==> src/rtl/seq_divider_param.sv <==
// Multi-cycle restoring divider, WIDTH bits, optional signed mode, Run/Busy/Ready handshake.
// Results land WIDTH+1 cycles after Run is accepted; a zero divisor lands after one cycle.
module seq_divider_param #(
    parameter int WIDTH     = 32,
    parameter bit SIGNED_EN = 1'b1
) (
    input  logic             clk,
    input  logic             Reset,
    input  logic             Run,
    input  logic             Signed,
    input  logic [WIDTH-1:0] Dividend,
    input  logic [WIDTH-1:0] Divisor,
    output logic             Busy,
    output logic             Ready,
    output logic [WIDTH-1:0] Quotient,
    output logic [WIDTH-1:0] Remainder,
    output logic             DivByZero,
    output logic             Overflow
);

    localparam int CW = $clog2(WIDTH);
    localparam logic [WIDTH-1:0] MIN_NEG = {1'b1, {(WIDTH-1){1'b0}}};

    typedef enum logic [1:0] {IDLE, CALC, FIX, DONE} state_t;

    state_t           state;
    logic             q_neg;
    logic             r_neg;
    logic             zero_pend;
    logic             ovf_pend;
    logic [WIDTH-1:0] dvd_raw;
    logic [WIDTH-1:0] dvs_mag;
    logic [WIDTH-1:0] quo;
    logic [WIDTH-1:0] rem;
    logic [CW-1:0]    cnt;

    logic             sgn_in;
    logic             accept;
    logic [WIDTH-1:0] dvd_mag_in;
    logic [WIDTH-1:0] dvs_mag_in;
    logic [WIDTH:0]   shifted;
    logic             borrow;
    logic [WIDTH-1:0] trial;

    always_comb begin
        sgn_in     = SIGNED_EN && Signed;
        accept     = Run && (state == IDLE || state == DONE);
        dvd_mag_in = (sgn_in && Dividend[WIDTH-1]) ? -Dividend : Dividend;
        dvs_mag_in = (sgn_in && Divisor[WIDTH-1])  ? -Divisor  : Divisor;
        // quo doubles as the dividend shift register: its MSB feeds the remainder
        shifted    = {rem, quo[WIDTH-1]};
        borrow     = shifted < {1'b0, dvs_mag};
        trial      = shifted[WIDTH-1:0] - dvs_mag;
    end

    always_ff @(posedge clk or negedge Reset) begin
        if (!Reset) begin
            state     <= IDLE;
            q_neg     <= 1'b0;
            r_neg     <= 1'b0;
            zero_pend <= 1'b0;
            ovf_pend  <= 1'b0;
            dvd_raw   <= '0;
            dvs_mag   <= '0;
            quo       <= '0;
            rem       <= '0;
            cnt       <= '0;
            Busy      <= 1'b0;
            Ready     <= 1'b0;
            Quotient  <= '0;
            Remainder <= '0;
            DivByZero <= 1'b0;
            Overflow  <= 1'b0;
        end else if (accept) begin
            q_neg     <= sgn_in && (Dividend[WIDTH-1] ^ Divisor[WIDTH-1]);
            r_neg     <= sgn_in && Dividend[WIDTH-1];
            ovf_pend  <= sgn_in && (Dividend == MIN_NEG) && (Divisor == '1);
            dvd_raw   <= Dividend;
            dvs_mag   <= dvs_mag_in;
            quo       <= dvd_mag_in;
            rem       <= '0;
            cnt       <= CW'(WIDTH - 1);
            Ready     <= 1'b0;
            DivByZero <= 1'b0;
            Overflow  <= 1'b0;
            if (Divisor == '0) begin
                state     <= DONE;
                zero_pend <= 1'b1;
                Busy      <= 1'b0;
            end else begin
                state     <= CALC;
                zero_pend <= 1'b0;
                Busy      <= 1'b1;
            end
        end else begin
            case (state)
                CALC: begin
                    rem <= borrow ? shifted[WIDTH-1:0] : trial;
                    quo <= {quo[WIDTH-2:0], ~borrow};
                    cnt <= cnt - 1'b1;
                    if (cnt == '0)
                        state <= FIX;
                end
                FIX: begin
                    Quotient  <= q_neg ? -quo : quo;
                    Remainder <= r_neg ? -rem : rem;
                    Overflow  <= ovf_pend;
                    Busy      <= 1'b0;
                    Ready     <= 1'b1;
                    state     <= DONE;
                end
                DONE: begin
                    // zero divisor: publish the fixed result one cycle after accept
                    if (zero_pend) begin
                        Quotient  <= '1;
                        Remainder <= dvd_raw;
                        DivByZero <= 1'b1;
                        Ready     <= 1'b1;
                        zero_pend <= 1'b0;
                    end
                end
                default: ;
            endcase
        end
    end

endmodule

==> config.mk <==
export PLATFORM = sky130hd
export DESIGN_NAME = seq_divider_param
export DESIGN_NICKNAME = d
export VERILOG_FILES = /design/src/rtl/seq_divider_param.sv
export SDC_FILE = /design/constraint.sdc
export NUM_CORES = 1
export LEC_CHECK = 0
export ABC_AREA = 1
export ABC_CLOCK_PERIOD_IN_PS = 2600
export CAP_MARGIN = 10
export CORE_ASPECT_RATIO = 0.7
export CORE_MARGIN = 5
export CORE_UTILIZATION = 59
export CTS_CLUSTER_DIAMETER = 40
export CTS_CLUSTER_SIZE = 14
export DETAILED_ROUTE_END_ITERATION = 12
export PLACE_DENSITY = 0.92
export SLEW_MARGIN = 20
export SYNTH_ARGS = -nofsm -noshare
export SYNTH_HDL_FRONTEND = slang
export SYNTH_SLANG_ARGS = --single-unit
export TNS_END_PERCENT = 10
==> constraint.sdc <==
create_clock -name clk -period 2.6 [get_ports clk]
set_input_delay 0.52 -clock clk [delete_from_list [all_inputs] [get_ports clk]]
set_output_delay 0.52 -clock clk [all_outputs]
set_load 0.01 [all_outputs]
# Word level (Yosys, flattened, before mapping)

Cells that the tools add are included.

Flip-flop bits (word level): 207
Bits in latches: 0
Memory bits (writable): 0
ROM bits: 0
Bits of input ports: 68
Output and inout port bits: 68
Word-level logic and storage cells: 87
Memories: 0

Add/sub/neg operators: 6
$mul: 0
Divide/modulo/power cells: 0
Magnitude comparators: 1
Equality and inequality tests: 8
Shift-type cells: 0
Multiplexer cells: 32
Bitwise logic cells: 3
Reduce and logical (&&, ||, !) cells: 21

Operators by type and width:

| kind                                                 | number |
|---|---|
| two-way mux 32 bit                                   | 11 |
| negator 32 bit                                       | 4 |
| case mux 32 bit (2 select lines)                     | 2 |
| equality test 32 bit (second input constant)         | 2 |
| < comparator 33 x 32 -> 1 bit                        | 1 |
| zero test 32 bit                                     | 1 |
| subtractor 32 bit                                    | 1 |
| two-way mux 1 bit                                    | 12 |
| two-way mux 5 bit                                    | 2 |
| nonzero test 2 bit                                   | 5 |
| logical AND 1 bit                                    | 6 |
| two-way mux 2 bit                                    | 3 |
| != test 3 bit (second input constant)                | 2 |
| AND reduction 2 bit                                  | 3 |
| nonzero test 3 bit                                   | 2 |
| zero test 5 bit                                      | 1 |
| subtractor 5 x 1 -> 5 bit (second input constant)    | 1 |
| equality test 2 bit (second input constant)          | 2 |
| case mux 2 bit (2 select lines)                      | 1 |
| AND reduction 3 bit                                  | 1 |
| equality test 2 x 1 -> 1 bit (second input constant) | 1 |
| zero test 2 bit                                      | 1 |
| != test 2 bit (second input constant)                | 1 |
| inverter 1 bit                                       | 2 |
| other kinds (3)                                      | 3 |

# Logic depth before layout (Yosys ltp)

Word-level depth: 5
Gate-level depth with buffers: 16
Mapped depth without buffers: 16

# Least setup slack after synthesis

Ideal clock, no wire load.

Path type: reg2reg
From: register rem[19]
To: register rem[10]
Setup time: 0.117 ns
Data arrival time: 1.803 ns
Required time: 2.483 ns
Path slack: 0.679 ns
Cell stages (with the launch flop): 13
Path buffers: 1
Period minus slack after synthesis: 1.921 ns
Path through: dfrtp_1 -> ha_1 -> nand2_1 -> inv_2 -> nand2_1 -> nand2_1 -> a21oi_2 -> nor2_2 -> nor2_8 -> buf_4 -> nand3_1 -> nand3_1 -> nand2_1

Longest elaborated chain between the ends: 4

Ends and longest elaborated chain:

| what                          | RTL line | source |
|---|---|---|
| start, declared               | 34       | `logic [WIDTH-1:0] rem;` |
| start signal, assigned        | 98       | `rem <= borrow ? shifted[WIDTH-1:0] : trial;` |
| < comparator 33 x 32 -> 1 bit | 52       | `borrow = shifted < {1'b0, dvs_mag};` |
| two-way mux 32 bit            | 98       |  |
| two-way mux 32 bit            | 96       | `case (state)` |
| two-way mux 32 bit            | 74       | `end else if (accept) begin` |

No other way between the ends. The select of a mux whose other input is x is not followed.
A chain may end at the register's enable or synchronous reset.

# Worst setup path after layout

From: register rem[4]
To: register rem[27]

Longest elaborated chain between the ends: 4
Elaborated cells between the ends (all ways): 5
Those cells by class: add/sub (1); order compare (1); mux (3)

Ends and longest elaborated chain:

| what                                                               | RTL line |
|---|---|
| subtractor 32 bit or < comparator 33 x 32 -> 1 bit (tied branches) | 53, 52 |
| two-way mux 32 bit *                                               | 98 |
| two-way mux 32 bit *                                               | 96 |
| two-way mux 32 bit *                                               | 74 |

Mark *: on every way between the ends. The rest lies on a longest branch, timed or not. The select of a mux whose other input is x is not followed.

==> implementation parameters <==
Parameter                              Value

Placed design
  Placer congestion estimate ... 1.00
  Count of input and output buffers ... 135
  Detailed-placement wirelength estimate ... 42.3 mm

Timing
  Minimum hold slack ... 11.8 ps
  FMAX ... 0.406 GHz
  Slew at the pin closest to its max-slew limit ... 667 ps
  Setup-failing EPs final ... 0
  RSZ-0062 raised after global routing ... false
  Pins over their slew limit ... 0
  Clock skew ... 50.4 ps
  Final Cycle Share ... 94.6%
  Hold Vio Cnt, Final ... 0
  Worst slew margin relative to its limit ... 55.5%
  Post-Route Setup TNS ... 0 ps
  Time the final worst path needs with I/O delays and setup ... 2460 ps

GRT
  Combined global-route utilization of all metal layers ... 36.8%
  Global-route wire length before repair ... 85.1 mm
  Largest net degree at the start of global routing ... 72
  Remaining global-route overflow ... 0
  Via count of the first global-routing pass ... 15600
  Antenna violations before repair ... 1

Drt
  Detailed-route via count ... 16800
  Via density ... 5.86
  Routed wire length ... 54.4 mm
  Routed length per instance ... 19.0 µm
  Detailed Routing Iterations Pass 1 ... 7
  First DRT Iteration DRCs ... 2318
  Drc violations ... 0
  Count of nets left with antenna violations after detail routing ... 0

Die
  X dimension of the die ... 201 µm
  Number of top-level design ports ... 136
  Full die area ... 28900 µm²
  Initial standard-cell utilization of the core ... 59.3%
  Count of standard-cell rows ... 49
  Die H ... 144 µm
  Core area ... 25400 µm²

Finish
  Number of diodes ... 0
  Leading cell types in the layout, fill and taps excluded ... sky130_fd_sc_hd__nand2_1, sky130_fd_sc_hd__inv_1, sky130_fd_sc_hd__nor2_1
  Most common cell after layout, fill and taps aside ... sky130_fd_sc_hd__nand2_1
  Proportion of layout cells with a drive suffix above 1 ... 7.01%
  Net count reported at finish ... 2628
  Synthesis-to-finish area growth ... 20.8%

Synthesis
  Biggest area consumer among synthesized cells ... sky130_fd_sc_hd__dfrtp_1
  Sequential-to-total area share from yosys stat ... 34.3%
  Number of cells produced by synthesis ... 2351
  Asr flop ratio synth ... 100%
  Largest cells by area after synthesis ... sky130_fd_sc_hd__dfrtp_1, sky130_fd_sc_hd__nand2_1, sky130_fd_sc_hd__inv_1
  Ys flop type ... sky130_fd_sc_hd__dfrtp_1
  Yosys warning count ... 0
  Synth Cell Area ... 15100 µm²
  Register bit total from synthesis ... 207
  Number of library cell types mapped by synthesis ... 49
  Post-synth top area share ... 34.3%
  Net count of the mapped netlist ... 2462
  Count of flip-flops with a built-in enable after synthesis ... 0
  Post-synthesis average cell area ... 6.42 µm²

Power and ir drop
  Reported net switching power ... 9.54 mW
  Switching power share of the total ... 47.2%
  Pleak ... 9.46 nW
  Relative contribution of combinational cells to total power ... 52.8%
  Pwr Density ... 1110 nW/µm²
  Clock network fraction of design power ... 19.6%
  IR Drop Worst-Case VDD ... 874 µV
  Internal Power ... 10.7 mW
  Seq pwr share ... 27.5%

Outcome
  Run status ... completed

Clocking
  Number of buffers created by CTS ... 28
  H-tree Lvls ... 1
  Clock Tree Root ... sky130_fd_sc_hd__clkbuf_16
  Clock-pin transition on the worst setup and hold timing paths ... 60 ps
  Number of buffers on the longest clock path ... 3
  Hold_buf cts ... 0
  Post-cts gate resize count ... 0
  Worst skew pair latency ... 580 ps
  Number of clock sinks ... 207
  CTS tree ... yes
  Post-CTS Setup Bufs ... 0

Min path
  Hold/Removal Path Class ... in2async

Setup path
  Required @ worst endpoint ... 3030 ps
  Startpoint class of the critical path ... flip-flop
  Worst Path Class, Setup ... reg2reg
  Max Fanout on Critical Path ... 7
  Sort of element at the end of the critical path ... flip-flop
  Signal arrival time at the worst endpoint ... 2890 ps

Flow run
  Max-cap violations ... 0
power groups by stage:
stage                     sequential (mW)  clock, mW  combinational, mW
after floorplan                      5.41          0               6.27
after global placement               5.48          0               10.0
after detailed placement             5.55          0               10.3
after CTS                            5.52       3.98               10.4
after global routing                 5.67       4.14               11.6
final                                5.57       3.97               10.7
path summary, 6_finish.rpt:
path | startpoint | end | slack [ps] | depth (start not counted)
min reg2reg | Remainder[22]$_DFFE_PN0P_ | Remainder[22]$_DFFE_PN0P_ | 480 | 2
min in group clk | Remainder[22]$_DFFE_PN0P_ | Remainder[22]$_DFFE_PN0P_ | 480 | 2
min | Reset | rem[31]$_DFFE_PN0P_ | 10 | 1
max | rem[4]$_DFFE_PN0P_ | rem[27]$_DFFE_PN0P_ | 140 | 12
max reg2reg | rem[4]$_DFFE_PN0P_ | rem[27]$_DFFE_PN0P_ | 140 | 12
max in group asynchronous | Reset | dvs_mag[28]$_DFFE_PN0P_ | 1880 | 2
critical path, cell delays in order, from the launching register on:
cell                      delay [ps]
sky130_fd_sc_hd__dfrtp_1         490
sky130_fd_sc_hd__ha_1            440
sky130_fd_sc_hd__nand2_1         130
sky130_fd_sc_hd__nor2_1          210
sky130_fd_sc_hd__nand3_1         100
sky130_fd_sc_hd__nand2_1         250
sky130_fd_sc_hd__nand2_1          90
sky130_fd_sc_hd__nand2_1         210
sky130_fd_sc_hd__nand2_1         100
sky130_fd_sc_hd__nand3_1          90
sky130_fd_sc_hd__nand3_2          80
sky130_fd_sc_hd__nand2_1          70
sky130_fd_sc_hd__nand2_1          40
sequential cells by signal, indices dropped and copies added, names as in the netlist:
name	cells
cnt	5
ovf_pend	1
rem	32
r_neg	1
zero_pend	1
Ready	1
q_neg	1
Busy	1
Overflow	1
Quotient	32
state	2
dvs_mag	32
DivByZero	1
Remainder	32
quo	32
dvd_raw	32
cell usage after synthesis (4+ instances only):
master                     count
sky130_fd_sc_hd__buf_1         9
sky130_fd_sc_hd__nand2_2       6
sky130_fd_sc_hd__clkbuf_1     45
sky130_fd_sc_hd__inv_2         6
sky130_fd_sc_hd__o211ai_1     15
sky130_fd_sc_hd__xor2_1       30
sky130_fd_sc_hd__inv_1       350
sky130_fd_sc_hd__o21ai_0     137
sky130_fd_sc_hd__a211oi_1      4
sky130_fd_sc_hd__a22oi_1       5
sky130_fd_sc_hd__nand2_1     714
sky130_fd_sc_hd__a31oi_1      24
sky130_fd_sc_hd__dfrtp_1     207
sky130_fd_sc_hd__or2_2         7
sky130_fd_sc_hd__nand3_2       7
sky130_fd_sc_hd__nor4_1        5
sky130_fd_sc_hd__ha_1         42
sky130_fd_sc_hd__nor2_2       14
sky130_fd_sc_hd__nand3_1     197
sky130_fd_sc_hd__buf_2        16
sky130_fd_sc_hd__nand3b_1      7
sky130_fd_sc_hd__o21bai_1      6
sky130_fd_sc_hd__nor2_1      258
sky130_fd_sc_hd__o22ai_1      20
sky130_fd_sc_hd__a21oi_1      89
sky130_fd_sc_hd__nand4_1      44
sky130_fd_sc_hd__xnor2_1      17
sky130_fd_sc_hd__o21ai_1       8
sky130_fd_sc_hd__nor3_1       33
logic make-up (layout without fill, tap and decap cells):
| family | Yosys count | after routing | synth area share [%] |
|---|---|---|---|
| DFF | 207 | 207 | 34.3 |
| buffers and inverters | 433 | 621 | 11.1 |
| and+or+nand+nor | 1301 | 1301 | 36.4 |
| AOI/OAI and AO/OA | 320 | 320 | 11.7 |
| xor gates and xnor gates | 47 | 47 | 2.73 |
| adders and majority gates | 43 | 43 | 3.62 |
layer usage:
metal	up-vias	wire length, µm	GRT usage (%)
li1	7822	-	-
met1	7766	24100	56.2
met2	1103	21600	52.2
met3	125	7480	10.2
met4	2	1240	8.00
met5	-	13	0
through the flow:
step	cell area [µm²]	std cells	utilization [%]	worst slack, ps	power [mW]
after floorplan	15100	2351	-	679	11.7
after global placement	17200	2818	67.7	85.3	15.5
after detailed placement	17200	2818	67.7	46.0	15.8
after CTS	18200	2870	71.6	107	19.9
after global routing	18200	2870	71.6	19.1	21.4
final	18200	2870	71.6	140	20.2
cell type report:
type | count | area [µm²]
multi-input combinational | 1711 | 8250
tap | 331 | 414
fill | 2099 | 7220
sequential | 207 | 5180
clock inverter | 17 | 200
inverter | 358 | 1340
clock buffer | 35 | 777
timing repair buffer | 211 | 2050
No activity file was read; power rests on OpenSTA's default activity.
